===== src/rtl/seqdet_pkg.sv =====
// Shared types and constants for the serial sequence-detector path.
// Used by the serializer front end and the detector-side bench.
package seqdet_pkg;

    localparam int SEQDET_WORD_W = 8;

    typedef enum logic {
        IDLE  = 1'b0,
        SHIFT = 1'b1
    } ser_state_t;

    // Bit-counter width; never narrower than one bit.
    function automatic int cnt_width(input int w);
        return (w > 1) ? $clog2(w) : 1;
    endfunction

endpackage


===== src/rtl/ser_hold_reg.sv =====
// One-entry holding register for seq_serializer. Lets the producer hand
// over the next word while the current one is still shifting.
module ser_hold_reg #(
    parameter int WIDTH = 8
) (
    input  logic             clk,
    input  logic             clr,
    input  logic             load,
    input  logic             drain,
    input  logic [WIDTH-1:0] in_data,
    output logic [WIDTH-1:0] hold_data,
    output logic             hold_full,
    output logic             in_ready
);

    always_ff @(posedge clk) begin
        if (clr) begin
            hold_full <= 1'b0;
            hold_data <= '0;
        end else if (load) begin
            hold_full <= 1'b1;
            hold_data <= in_data;
        end else if (drain) begin
            hold_full <= 1'b0;
        end
    end

    // Ready also drops during clr so nothing is taken while the block is cleared.
    assign in_ready = !hold_full && !clr;

endmodule


===== src/rtl/seq_serializer.sv =====
// Parallel-to-serial front end: WIDTH-bit words in over valid/ready, one bit
// per clock out on sout, back-to-back words with no idle gap.
module seq_serializer
    import seqdet_pkg::*;
#(
    parameter int WIDTH     = SEQDET_WORD_W,
    parameter bit MSB_FIRST = 1'b1,
    parameter bit IDLE_BIT  = 1'b0
) (
    input  logic             clk,
    input  logic             clr,
    input  logic [WIDTH-1:0] in_data,
    input  logic             in_valid,
    output logic             in_ready,
    output logic             sout,
    output logic             sout_valid,
    output logic             sout_last,
    output logic             busy,
    output ser_state_t       dbg_state
);

    localparam int               CNT_W    = cnt_width(WIDTH);
    localparam logic [CNT_W-1:0] CNT_LAST = CNT_W'(WIDTH - 1);

    ser_state_t       state, state_n;
    logic [WIDTH-1:0] sh, sh_n;
    logic [CNT_W-1:0] cnt, cnt_n;
    logic [WIDTH-1:0] hold_data;
    logic             hold_full;
    logic             accept, last_bit, shifter_free, load_hold, drain;

    // Handshake: a word transfers on a rising edge where in_valid && in_ready;
    // in_data is sampled only at that edge, and in_valid may stay high across
    // back-to-back words. in_ready depends only on registers and clr.
    assign accept       = in_valid && in_ready;
    assign last_bit     = (state == SHIFT) && (cnt == CNT_LAST);
    assign drain        = last_bit && hold_full;
    assign shifter_free = (state == IDLE) || (last_bit && !hold_full);
    assign load_hold    = accept && !shifter_free;

    ser_hold_reg #(.WIDTH(WIDTH)) u_hold (
        .clk       (clk),
        .clr       (clr),
        .load      (load_hold),
        .drain     (drain),
        .in_data   (in_data),
        .hold_data (hold_data),
        .hold_full (hold_full),
        .in_ready  (in_ready)
    );

    always_ff @(posedge clk) begin
        if (clr) begin
            state <= IDLE;
            sh    <= '0;
            cnt   <= '0;
        end else begin
            state <= state_n;
            sh    <= sh_n;
            cnt   <= cnt_n;
        end
    end

    always_comb begin
        state_n = state;
        sh_n    = sh;
        cnt_n   = cnt;
        case (state)
            IDLE: begin
                if (accept) begin
                    state_n = SHIFT;
                    sh_n    = in_data;
                    cnt_n   = '0;
                end
            end
            SHIFT: begin
                if (last_bit) begin
                    cnt_n = '0;
                    // A held word has priority; it cannot coincide with an accept.
                    if (hold_full) begin
                        sh_n = hold_data;
                    end else if (accept) begin
                        sh_n = in_data;
                    end else begin
                        state_n = IDLE;
                    end
                end else begin
                    cnt_n = cnt + CNT_W'(1);
                    sh_n  = MSB_FIRST ? {sh[WIDTH-2:0], 1'b0} : {1'b0, sh[WIDTH-1:1]};
                end
            end
            default: state_n = IDLE;
        endcase
    end

    assign sout       = (state == SHIFT) ? (MSB_FIRST ? sh[WIDTH-1] : sh[0]) : IDLE_BIT;
    assign sout_valid = (state == SHIFT);
    assign sout_last  = last_bit;
    assign busy       = (state == SHIFT) || hold_full;
    assign dbg_state  = state;

endmodule

===== config.mk =====
export PLATFORM = sky130hd
export DESIGN_NAME = seq_serializer
export DESIGN_NICKNAME = d
export VERILOG_FILES = /design/src/rtl/seqdet_pkg.sv /design/src/rtl/ser_hold_reg.sv /design/src/rtl/seq_serializer.sv
export SDC_FILE = /design/constraint.sdc
export NUM_CORES = 1
export LEC_CHECK = 0
export ABC_AREA = 1
export CORE_UTILIZATION = 43
export CTS_CLUSTER_DIAMETER = 50
export DETAILED_ROUTE_END_ITERATION = 10
export GPL_ROUTABILITY_DRIVEN = 1
export PLACE_DENSITY = 0.66
export REMOVE_ABC_BUFFERS = 1
export SETUP_SLACK_MARGIN = 0.15
export SLEW_MARGIN = 30
export SYNTH_ARGS = -nofsm -noshare
export SYNTH_HDL_FRONTEND = slang
export SYNTH_SLANG_ARGS = --single-unit

===== constraint.sdc =====
create_clock -name clk -period 2.4 [get_ports clk]
set_input_delay 0.24 -clock clk [delete_from_list [all_inputs] [get_ports clk]]
set_output_delay 0.24 -clock clk [all_outputs]
set_load 0.01 [all_outputs]

# Word level (Yosys, flattened, before mapping)
# Index checks and enable logic that the tools add are counted.
[word_totals]
n_memories = 0
out_inout_bits = 6
mem_bits_rw = 0
latchBits = 0
word_cells = 35
rom_bits = 0
reg_bits = 21
[op_classes]
n_bitwise = 1
n_addsub = 1
order_cmp = 0
reduce_logical = 12
multipliers = 0
div_mod_pow = 0
shifts = 0
mux = 14
n_eq_ne = 2
[ops]
columns = ["op", "n"]
rows = [
  ["2-to-1 mux 8 bit", 3],
  ["one-hot mux 8 bit (2 select lines)", 1],
  ["logical AND 1 bit", 6],
  ["2-to-1 mux 1 bit", 6],
  ["2-to-1 mux 3 bit", 2],
  ["one-hot mux 3 bit (2 select lines)", 1],
  ["adder 3 x 1 -> 3 bit (second input constant)", 1],
  ["== test 3 bit (second input constant)", 1],
  ["zero test 1 bit", 3],
  ["logical OR 1 bit", 2],
  ["inequality test 2 bit (second input constant)", 1],
  ["one-hot mux 1 bit (2 select lines)", 1],
  ["nonzero test 2 bit", 1],
  ["inverter 1 bit", 1],
]

# Depth between registers and ports, before layout
[logic_depth]
word_depth = 7
ltp_mapped = 9

# By module
# Synthesis repeated with hierarchy kept, for this count alone.
[unflattened]
hier_cells = 165
area_unflattened_um2 = 1106.1
[by_module_without_submodules]
columns = ["module", "area_per_inst_um2", "instances", "seq_area_each_um2", "cells_per_inst"]
rows = [
  ["seq_serializer", 798.3, 1, 240.2, 126],
  ["ser_hold_reg", 307.8, 1, 180.2, 39],
]

# Worst setup path before layout
# Ideal clock, no wire load.
[synth_timing]
path_kind = "register to register"
startpoint = "reg cnt[0]"
endpoint = "reg u_hold.hold_data[6]"
required_time_ps = 2287
arrival_time_ps = 1297
setup_ps = 113
stages_incl_launch_ff = 10
n_path_buf = 1
setup_slack_ps = 990
path_cell_list = "dfxtp_1 > ha_1 > ha_1 > inv_1 > o21ai_2 > nor2_4 > buf_6 > nand2_1 > nand2_1 > nor2_1"
[synth_via]
elab_chain_len = 6
[synth_lines]
columns = ["item", "line", "source"]
rows = [
  ["from (decl)", "seq_serializer.sv:27", "logic [CNT_W-1:0] cnt, cnt_n;"],
  ["from (signal assigned)", "seq_serializer.sv:60", "cnt <= cnt_n;"],
  ["== test 3 bit", "seq_serializer.sv:36", "assign last_bit = (state == SHIFT) && (cnt == CNT_LAST);"],
  ["logical AND 1 bit", "seq_serializer.sv:36", ""],
  ["logical AND 1 bit", "seq_serializer.sv:38", "assign shifter_free = (state == IDLE) || (last_bit && !hold_full);"],
  ["logical OR 1 bit", "seq_serializer.sv:38", ""],
  ["zero test 1 bit", "seq_serializer.sv:39", "assign load_hold = accept && !shifter_free;"],
  ["logical AND 1 bit", "seq_serializer.sv:39", ""],
  ["to (signal assigned)", "ser_hold_reg.sv:22", "hold_data <= in_data;"],
  ["to (decl)", "ser_hold_reg.sv:11", "output logic [WIDTH-1:0] hold_data,"],
]
# No other way between the ends.
# A chain may end at the register's enable or synchronous reset.

# Final worst setup path
[layout_timing]
startpoint = "reg cnt[0]"
endpoint = "out sout_last"
[layout_via]
elab_chain_len = 2
[layout_lines]
columns = ["item", "line", "source"]
rows = [
  ["== test 3 bit", "seq_serializer.sv:36", ""],
  ["logical AND 1 bit", "seq_serializer.sv:36", ""],
  ["to (decl)", "seq_serializer.sv:17", "output logic sout_last,"],
]
# No other way between the ends.

==> flow_metrics.tcl <==
set metrics [dict create \
    setup_viol 0 \
    finalHoldViolCount 0 \
    cts_tree "built" \
    cts-resized-gates 0 \
    fin_util_pct 55.60 \
    post-route-min-period_ns 2.020 \
    grt_antenna_before_repair 0 \
    postSynthCellCount 161 \
    cp.arrival_ns 1.78 \
    static-leakage-power_uw 0.0005923 \
    grt_pass1_vias 924 \
    pin_count 17 \
    synth.distinct_cells 16 \
    powerDensity_mw_per_mm2 575.6 \
    drt_iter0_drc 17 \
    max_cap_viol_count 0 \
    critPathMaxFanout 3 \
    post-cts-setup-buffer-count 0 \
    antenna_cells 0 \
    setup.worst_path.end_class "primary output" \
    grt_max_degree 18 \
    max-vdd-ir-drop_mv 0.3513 \
    viasPerCell 4.903 \
    clkLatencyLatePin_ns 0.31 \
    drc 0 \
    worst_setup_path_start_kind "register" \
    dieHeight_um 51.47 \
    report.final.slew_viol_count 0 \
    dpl.hpwl_mm 1.690 \
    status "completed" \
    worstSetupPathType "reg2out" \
    max_freq_mhz 495.1 \
    detail-route-antenna-nets 0 \
    grt.overflow.total 0 \
    required_ns 2.16 \
    ctsRootBufferMaster "clkbuf_4" \
    rsz0062_at_grt "no" \
    initial_core_util_pct 46.67 \
    wire_per_inst_um 11.25 \
    synth_top_area_share_pct 39.95 \
    syn-cell-area_mm2 0.001052 \
    coreArea_mm2 0.002255 \
    routed_wl_mm 2.318 \
    final_layout_size_suffix_gt1_share_pct 5.056 \
    design_area_mm2 0.001254 \
    place_area_mm2 0.001226 \
    firstDrtPassIters 4 \
    cts_num_sinks 21 \
    clk_pin_slew_ns 0.13 \
    rows 17 \
    clock-skew-final_ns 0.005001 \
    yosysWarnings 0 \
    grt.total_usage_pct 20.10 \
    grt_pass1_wl_mm 3.933 \
    tightestPinTransition_ns 0.4863 \
    reg2reg_slack_ns 0.77 \
    die_width_um 51.47 \
    period_share_pct 84.15 \
    synth_seq_cells 21 \
    final_nets 192 \
    numPortBuffers 16 \
    relSlewSlack_pct 67.55 \
    htreeDepth 1 \
    hold_ws_ns 0.4790 \
    ys_seq_area_share_pct 39.95 \
    die-area_mm2 0.002649 \
    syn_to_final_growth_pct 19.14 \
    hold_buffers 0 \
    routabilityCongestion 0.7925 \
    tns_ns 0 \
    dr_total_vias 1010 \
    avgSynthCellArea_um2 6.536 \
    synth_area_leaders "dfxtp_1, nor2_1, nand2_1, inv_1, nand3_1" \
    cts_buffers 3 \
    clockBufferDepth 2 \
    hold_path_class "reg2reg" \
    yosys.area.top_type "dfxtp_1" \
]
where the power goes:
group          total, uW  switching (uW)  internal [uW]
Clock                182             119           62.4
Sequential           394            17.7            376
Combinational        146            81.6           64.7
Total                722             219            503
registers in the layout (all words and copies together) (netlist names):
name,flops
cnt,3
sh,8
u_hold.hold_data,8
dbg_state,1
u_hold.hold_full,1
worst max-delay path, cell delays in order (launching register included):
cell	delay [ns]
dfxtp_1	0.35
ha_1	0.20
ha_1	0.21
nand2_1	0.13
clkinv_1	0.10
clkdlybuf4s50_1	0.48
cell type report:
type | instances | area, um2
Fill cell | 247 | 1001
Multi-Input combinational cell | 109 | 501.7
Sequential cell | 21 | 420.4
Timing Repair Buffer | 17 | 167.7
Inverter | 27 | 101.3
Tap cell | 28 | 35.03
Clock buffer | 3 | 22.52
Clock inverter | 1 | 5.005
per-layer routing:
layer | track usage (%) | vias to the layer above | part of all wire [%]
met4 | 8.108 | 0 | 1.8
met2 | 31.60 | 16 | 44
li1 | - | 531 | -
met5 | 0 | - | 0
met1 | 26.91 | 458 | 51
met3 | 3.571 | 5 | 2.8
kinds of logic (layout without fill, tap and decap cells):
family / count (synthesis) / after routing / share of synthesized area [%]
AO/OA/AOI/OAI: 19 / 19 / 10.58
adder cells (fa/ha/maj): 2 / 2 / 2.378
buffers and inverters: 31 / 48 / 12.37
flip-flops: 21 / 21 / 39.95
AND/OR/NAND/NOR: 88 / 88 / 34.72
final timing paths:
path | start | cells after the start | end
setup / recovery | cnt[0]$_SDFFE_PP0P_ | 5 | sout_last
hold / removal | cnt[0]$_SDFFE_PP0P_ | 1 | cnt[0]$_SDFFE_PP0P_
setup reg to reg | cnt[0]$_SDFFE_PP0P_ | 7 | u_hold.hold_full$_SDFFE_PP0P_
hold reg to reg | cnt[0]$_SDFFE_PP0P_ | 1 | cnt[0]$_SDFFE_PP0P_
cells in the mapped netlist:
cell,count
o211ai_1,5
nor2_4,2
o21ai_0,9
nand2_1,34
a21oi_1,4
ha_1,2
buf_6,1
inv_1,25
nand3_1,10
o21ai_2,1
dfxtp_1,21
buf_2,2
nor2_1,41
buf_4,1
clkinv_1,2
nand2_4,1
through the flow:
step | worst slack (ns) | power, uW | instances
3_5_place_dp | 0.5920 | 549.1 | 202
5_1_grt | 0.3016 | 757.1 | 206
3_3_place_gp | 0.6080 | 545.4 | 202
6_report | 0.3804 | 721.6 | 206
4_1_cts | 0.3772 | 722.8 | 206
2_1_floorplan | 0.9971 | 488.2 | 157
cell usage in the layout, fill, tap and decap left out:
cell type,n
clkbuf_4,3
buf_4,1
a21oi_1,4
o21ai_2,1
clkinv_2,1
inv_1,25
nor2_1,41
clkdlybuf4s50_1,16
nand2_4,1
ha_1,2
o21ai_0,9
nand3_1,10
o211ai_1,5
nand2_1,34
clkinv_1,2
dfxtp_1,21
nor2_4,2
Power figures use the tool's default switching activity.
